--- config.mk ---
export PLATFORM = sky130hd
export DESIGN_NAME = systolic_feeder
export DESIGN_NICKNAME = d
export VERILOG_FILES = /design/src/rtl/systolic_feeder.sv
export SDC_FILE = /design/constraint.sdc
export NUM_CORES = 1
export LEC_CHECK = 0
export BUFFER_PORTS_ARGS = -buffer_cell sky130_fd_sc_hd__buf_2
export CAP_MARGIN = 20
export CORE_AREA = 2 2 192 194
export CTS_CLUSTER_SIZE = 12
export DETAILED_ROUTE_END_ITERATION = 6
export DIE_AREA = 0 0 194 196
export PLACE_DENSITY = 0.65
export SLEW_MARGIN = 20
export SYNTH_ARGS = -nofsm -noshare
export SYNTH_HDL_FRONTEND = slang
export SYNTH_SLANG_ARGS = --single-unit
--- constraint.sdc ---
create_clock -name clk -period 3.33 [get_ports clk]
set_input_delay 0 -clock clk [delete_from_list [all_inputs] [get_ports clk]]
set_output_delay 0 -clock clk [all_outputs]
set_load 0.05 [all_outputs]
--- src/rtl/systolic_feeder.sv ---
// rtl/systolic_feeder.sv - operand sequencer and result capture for an NxN systolic array
// Streams column k of A and row k of B per cycle, then waits for the array result.
module systolic_feeder #(
    parameter int N       = 3,
    parameter int DW      = 8,
    parameter int CW      = 16,
    parameter int TIMEOUT = 64
) (
    input  logic                clk,
    input  logic                rst,
    input  logic                in_valid,
    output logic                in_ready,
    input  logic [N*N*DW-1:0]   mat_a,
    input  logic [N*N*DW-1:0]   mat_b,
    output logic                arr_clr_n,
    output logic [N*DW-1:0]     arr_a,
    output logic [N*DW-1:0]     arr_b,
    input  logic [N*N*CW-1:0]   arr_c,
    input  logic                arr_valid,
    output logic                out_valid,
    input  logic                out_ready,
    output logic [N*N*CW-1:0]   out_c,
    output logic                busy,
    output logic                err
);
    localparam int KW = (N > 1) ? $clog2(N) : 1;
    localparam int TW = $clog2(TIMEOUT + 1);

    typedef enum logic [2:0] {S_IDLE, S_CLEAR, S_STREAM, S_FLUSH, S_HOLD} state_t;

    state_t            state, state_n;
    logic [KW-1:0]     k, k_n;
    logic [TW-1:0]     cnt;
    logic [N*N*DW-1:0] a_lat, b_lat;
    logic              accept, timeout;

    assign accept  = (state == S_IDLE) && in_valid && in_ready;
    assign timeout = (state == S_FLUSH) && !arr_valid && (cnt == TW'(TIMEOUT - 1));

    function automatic logic [N*DW-1:0] col_of(input logic [N*N*DW-1:0] m, input logic [KW-1:0] kk);
        logic [N*DW-1:0] r;
        r = '0;
        for (int i = 0; i < N; i++) r[i*DW +: DW] = m[(i*N + int'(kk))*DW +: DW];
        return r;
    endfunction

    function automatic logic [N*DW-1:0] row_of(input logic [N*N*DW-1:0] m, input logic [KW-1:0] kk);
        logic [N*DW-1:0] r;
        r = '0;
        for (int j = 0; j < N; j++) r[j*DW +: DW] = m[(int'(kk)*N + j)*DW +: DW];
        return r;
    endfunction

    always_comb begin
        state_n = state;
        k_n     = k;
        case (state)
            S_IDLE:   if (accept) state_n = S_CLEAR;
            S_CLEAR: begin
                state_n = S_STREAM;
                k_n     = '0;
            end
            S_STREAM: begin
                if (k == KW'(N - 1)) state_n = S_FLUSH;
                else                 k_n     = k + KW'(1);
            end
            S_FLUSH: begin
                if (arr_valid)    state_n = S_HOLD;
                else if (timeout) state_n = S_IDLE;
            end
            S_HOLD:   if (out_valid && out_ready) state_n = S_IDLE;
            default:  state_n = S_IDLE;
        endcase
    end

    // Outputs are registered from the next state so they line up with it.
    always_ff @(posedge clk or negedge rst) begin
        if (!rst) begin
            state     <= S_IDLE;
            k         <= '0;
            cnt       <= '0;
            a_lat     <= '0;
            b_lat     <= '0;
            arr_a     <= '0;
            arr_b     <= '0;
            arr_clr_n <= 1'b1;
            out_c     <= '0;
            out_valid <= 1'b0;
            busy      <= 1'b0;
            in_ready  <= 1'b0;
            err       <= 1'b0;
        end else begin
            state <= state_n;
            k     <= k_n;
            if (accept) begin
                a_lat <= mat_a;
                b_lat <= mat_b;
            end
            if (state != S_FLUSH)           cnt <= '0;
            else if (cnt != TW'(TIMEOUT))   cnt <= cnt + TW'(1);
            if (state_n == S_STREAM) begin
                arr_a <= col_of(a_lat, k_n);
                arr_b <= row_of(b_lat, k_n);
            end else begin
                arr_a <= '0;
                arr_b <= '0;
            end
            arr_clr_n <= (state_n != S_CLEAR);
            if (state == S_FLUSH && arr_valid) out_c <= arr_c;
            out_valid <= (state_n == S_HOLD);
            busy      <= (state_n != S_IDLE);
            in_ready  <= (state_n == S_IDLE);
            if (accept)       err <= 1'b0;
            else if (timeout) err <= 1'b1;
        end
    end
endmodule

# --- Word level (Yosys, flattened, before mapping) ---
# Cells that the tools add are included.
word_totals:
  regBits: 353
  latch_bits: 0
  ram_bits: 0
  rom_bits: 0
  in_bits: 293
  output_inout_bits: 197
  word_cells: 63
  mem_count: 0
op_classes:
  n_addsub: 6
  multipliers: 1
  n_div: 0
  n_lt_le_gt_ge: 0
  n_eq_ne: 11
  n_shift: 6
  muxes: 14
  n_bitwise: 0
  reduce_logical: 12
ops:
  columns: ["op", "count"]
  rows:
  - ["$shiftx 72x32->8", 2]
  - ["$shiftx 72x6->8", 1]
  - ["$shiftx 72x7->8", 1]
  - ["$shiftx 72x8->8", 1]
  - ["$shiftx 72x9->8", 1]
  - ["$mux 24", 2]
  - ["$add 29x2->29 const B", 1]
  - ["$mux 3", 5]
  - ["$pmux 3 s5", 1]
  - ["$mux 7", 2]
  - ["$eq 3x2->1 const B", 3]
  - ["$add 7x1->7 const B", 1]
  - ["$eq 7x6->1 const B", 1]
  - ["$ne 7x7->1 const B", 1]
  - ["$eq 3x3->1 const B", 2]
  - ["$logic_and 1x1->1", 6]
  - ["$logic_not 3->1", 2]
  - ["$add 4x2->5 const B", 1]
  - ["$add 3x2->4 const A", 1]
  - ["$mul 2x2->4 const B", 1]
  - ["$pmux 2 s2", 1]
  - ["$reduce_bool 2->1", 2]
  - ["$add 2x2->3 const A", 1]
  - ["$eq 3x1->1 const B", 1]
  - ["other kinds (8)", 9]

# --- Depth between registers and ports, before layout ---
logic_depth:
  depth_word: 8
  mapped_depth: 10

# --- Least setup slack after synthesis ---
# OpenSTA, ideal clock, no wires.
synth_path:
  kind: "register -> register"
  start: "register k[0]"
  end: "register arr_b[10]"
  t_arrival_ns: 2.359
  required_ns: 3.212
  slack_ns: 0.853
  path_stages_with_launch: 11
  synth_period_minus_slack_ns: 2.477
  path_cell_list: "dfrtp_1 -> inv_1 -> ha_1 -> nand4bb_1 -> nand4_2 -> buf_6 -> buf_4 -> ha_1 -> buf_1 -> mux4_1 -> and2b_1"
synth_via:
  elab_chain_cells: 7
  word_cells_on_any_way: 11
synth_rtl:
  columns: ["item", "line", "rtl"]
  rows:
  - ["start: declaration", "32", "logic [KW-1:0] k, k_n;"]
  - ["start signal: assignment", "94", "k <= k_n;"]
  - ["$add 2x1->2 / $eq 2x2->1 (equally long branches)", "65, 64", null]
  - ["$mux 2 (*)", "64", "if (k == KW'(N - 1)) state_n = S_FLUSH;"]
  - ["$pmux 2 s2 (*)", "57", "case (state)"]
  - ["net k_n[1]", "32", null]
  - ["$mul 2x2->4 (*)", "50", "for (int j = 0; j < N; j++) r[j*DW +: DW] = m[(int'(kk)*N + j)*DW +: DW];"]
  - ["$add 29x2->29 (*)", "50", null]
  - ["$shiftx 72x32->8 (*)", "50", null]
  - ["$mux 24 (*)", "101", "if (state_n == S_STREAM) begin"]
  - ["end signal: assignment", "103", "arr_b <= row_of(b_lat, k_n);"]
  - ["end: declaration", "17", "output logic [N*DW-1:0] arr_b,"]
# Mark *: on every way through the listed nets, which the timed path passes. The rest lies on a longest branch.
# A chain may end at the register's enable or synchronous reset.

# --- Worst setup path after layout ---
layout_path:
  start: "register k[0]"
  end: "register arr_b[10]"
layout_via:
  elab_chain_cells: 7
  word_cells_on_any_way: 11
layout_rtl:
  columns: ["item", "line"]
  rows:
  - ["$add 2x1->2 / $eq 2x2->1 (equally long branches)", "65, 64"]
  - ["$mux 2", "64"]
  - ["$pmux 2 s2", "57"]
  - ["$mul 2x2->4", "50"]
  - ["$add 29x2->29", "50"]
  - ["$shiftx 72x32->8", "50"]
  - ["$mux 24 (*)", "101"]
# Mark *: on every way between the ends. The rest lies on a longest branch, timed or not.

==> metrics.txt <==
largest net degree at the start of global routing roughly 110; DP Wirelength about 26 mm; Slew @ Worst Pin 0.958 ns; most common flop cell mapped by yosys dfrtp_1; Longest Clk Path Bufs 3; Setup Viol. Count Final 0; sw frac 0.426; Clock Skews between 0.01 and 0.015 ns; count leader, synth dfrtp_1; hold crit path type in -> async; crit path kind reg -> reg; setup repair after global routing missed its margin false; internal power roughly 12 mW; FMAX between 300 and 400 MHz; synth cell count leaders dfrtp_1, mux2_2, mux2i_1; Max Cap Viol 0; Synth Instances between 800 and 900; DRT antenna net count 0; synthesized flop and latch total approximately 350; startpoint types register; Root Driver clkbuf_16; final critical-path setup slack between 0.7 and 0.8 ns; DRT iter0 DRCs between 300 and 400; clock power share 0.188; total gr overflow 0; Worst R2R Start k[0]; Synth area leader dfrtp_1; Design Power about 21 mW; Layout area overhead 50.5%; post-CTS sizing 0; Reg area roughly 8800 sq um; number of synthesized flops with an enable pin 0; top post-synthesis cells by area dfrtp_1, mux2_2, mux2i_1, mux4_1, o2bb2ai_1; Required @ worst endpoint roughly 3.7 ns; Pins Over Slew Limit 0; Synthesized Nets ~1,200; Comb pwr share 0.473; Fill cells around 2,700; CTS tree done; vias in the first global route 11,400; Hold Slack ~0.087 ns; setup TNS 0 ns; H-tree Lvls 2; clk sinks 353; final wirelength ~40 mm; CTS clock-pin slew for the worst setup and hold paths 0.06 ns; Power Dens Cells approximately 1000 nW/um^2; Final period util 0.771; TritonCTS Buffers 38; share of the core filled with cells 0.586; yosys warns 0; Arr. time, crit path roughly 3 ns; Final #Nets around 2,000; top cell type's share of synthesized area 0.627; GP Congestion 0.781; sequential-to-total area share from yosys stat 0.629; Routed WL per cell 18.5 um; library cells used by synthesis 41; DRC 0; status completed; Pleak slightly above 10 nW; first-pass GRT wire length 62.8 mm; PortBufs about 490; relative slew slack 0.355; routed via count a little over 10,000; min Tclk post-route around 2.6 ns; GRT Util Overall 0.208; CP Capture Type register; Max FO, Critical Path 12; I/O pin cnt 490; Avg Inst Size Synth roughly 16 sq um; critical path launch point k[0]; initial antenna violation count 1; clk_lat worst skew 0.52 ns; Sequential Power Share 0.339; VDD IR-drop max just under 900 uV; Hold Vio Cnt, Final 0; share of post-route cells with drive strength above 1 0.508; FP Rows 70; Multi-input gate area roughly 4900 sq um; Cell Area, Synth ~14,000 sq um; post-place setup slack a little under 0.8 ns; DIE WIDTH between 150 and 200 um; Net Switching 8.99 mW; DIE HEIGHT roughly 200 um; Die ar. 38,000 sq um; Pre-antenna DRT Iters 4; starting density of the core 0.389; ys async rst share 1.00; Vias/cell ~4.8; Core Region between 30,000 and 40,000 sq um
[critical path: stages, from the launching register on]
cell and delay (ns):
dfrtp_1 0.41, inv_1 0.10, ha_1 0.36, nand4bb_1 0.16, nand4_4 0.31, ha_1 0.59
mux4_1 0.35, and2b_1 0.17
[layout make-up]
type / count / area share
clock inverter: 5 / 0.00254
antenna: 2 / 0.000237
timing repair buffer: 799 / 0.265
multi-input combinational: 467 / 0.233
clock buffer: 53 / 0.0519
sequential: 353 / 0.418
inverter: 11 / 0.00195
tap: 468 / 0.0277
[metrics by stage]
stage               cells  instance area, sq um
finish               2158                 21200
global route         2156                 21100
CTS                  2156                 21100
detailed placement   1807                 17100
global placement     1807                 17100
floorplan             879                 14100
[power groups by stage]
| stage | clock (mW) | sequential, mW | combinational, mW |
|---|---|---|---|
| floorplan | 0 | 10.6 | 3.85 |
| global placement | 0 | 7.14 | 9.61 |
| detailed placement | 0 | 7.21 | 9.75 |
| CTS | 4.09 | 7.14 | 10.0 |
| global route | 4.26 | 7.40 | 10.5 |
| finish | 3.96 | 7.16 | 9.98 |
[sequential cells by signal, indices dropped and copies added (netlist names), 2 cells and up]
signal,count
out_c,144
cnt,7
a_lat,72
arr_a,24
state,3
k,2
arr_b,24
b_lat,72
[final timing paths]
kind	to	slack, ns	cells past startpoint
worst max register to register	arr_b[10]	0.76	7
worst max-delay path	arr_b[10]	0.76	7
worst min-delay path	a_lat[22]	0.09	2
min in group clk	state[0]	0.13	5
max in group asynchronous	out_c[35]	2.22	3
worst min register to register	arr_b[18]	0.47	1
[cell usage in the layout (no fill, tap or decap), drive strengths merged, types with 2 or more instances in the layout]
cell type      n
buf          508
dfrtp        352
dlygate4sd3  291
mux2         288
mux2i         57
clkbuf        53
o2bb2ai       24
o22ai         16
inv           12
nor2          11
mux4           8
and2b          8
a21oi          7
nand2          6
ha             6
nand3          4
nand3b         4
nor2b          3
and3           3
clkinv         3
diode          2
o21bai         2
a211oi         2
nand2b         2
nor3           2
o21ai          2
xor2           2
xnor2          2
[cells by family after synthesis]
family | share of synthesized area
AO/OA/AOI/OAI | 0.0321
XOR/XNOR | 0.00249
adder cells (fa/ha/maj) | 0.00534
buffers and inverters | 0.0231
flip-flops | 0.629
multiplexers | 0.286
AND/OR/NAND/NOR | 0.0220
[routing by layer]
metal,share of wire,GRT usage,up-vias
li1,-,-,4758
met1,0.38,0.242,5124
met2,0.51,0.359,338
met3,0.063,0.0526,100
met4,0.047,0.101,0
met5,0,0,-
[what timing repair did]
item / 4_1_cts / 5_1_grt
buffers inserted: 0 / 0
hold buffers: 291 / 0
hold endpoints to repair: 381 / 0
Power figures use the tool's default switching activity.
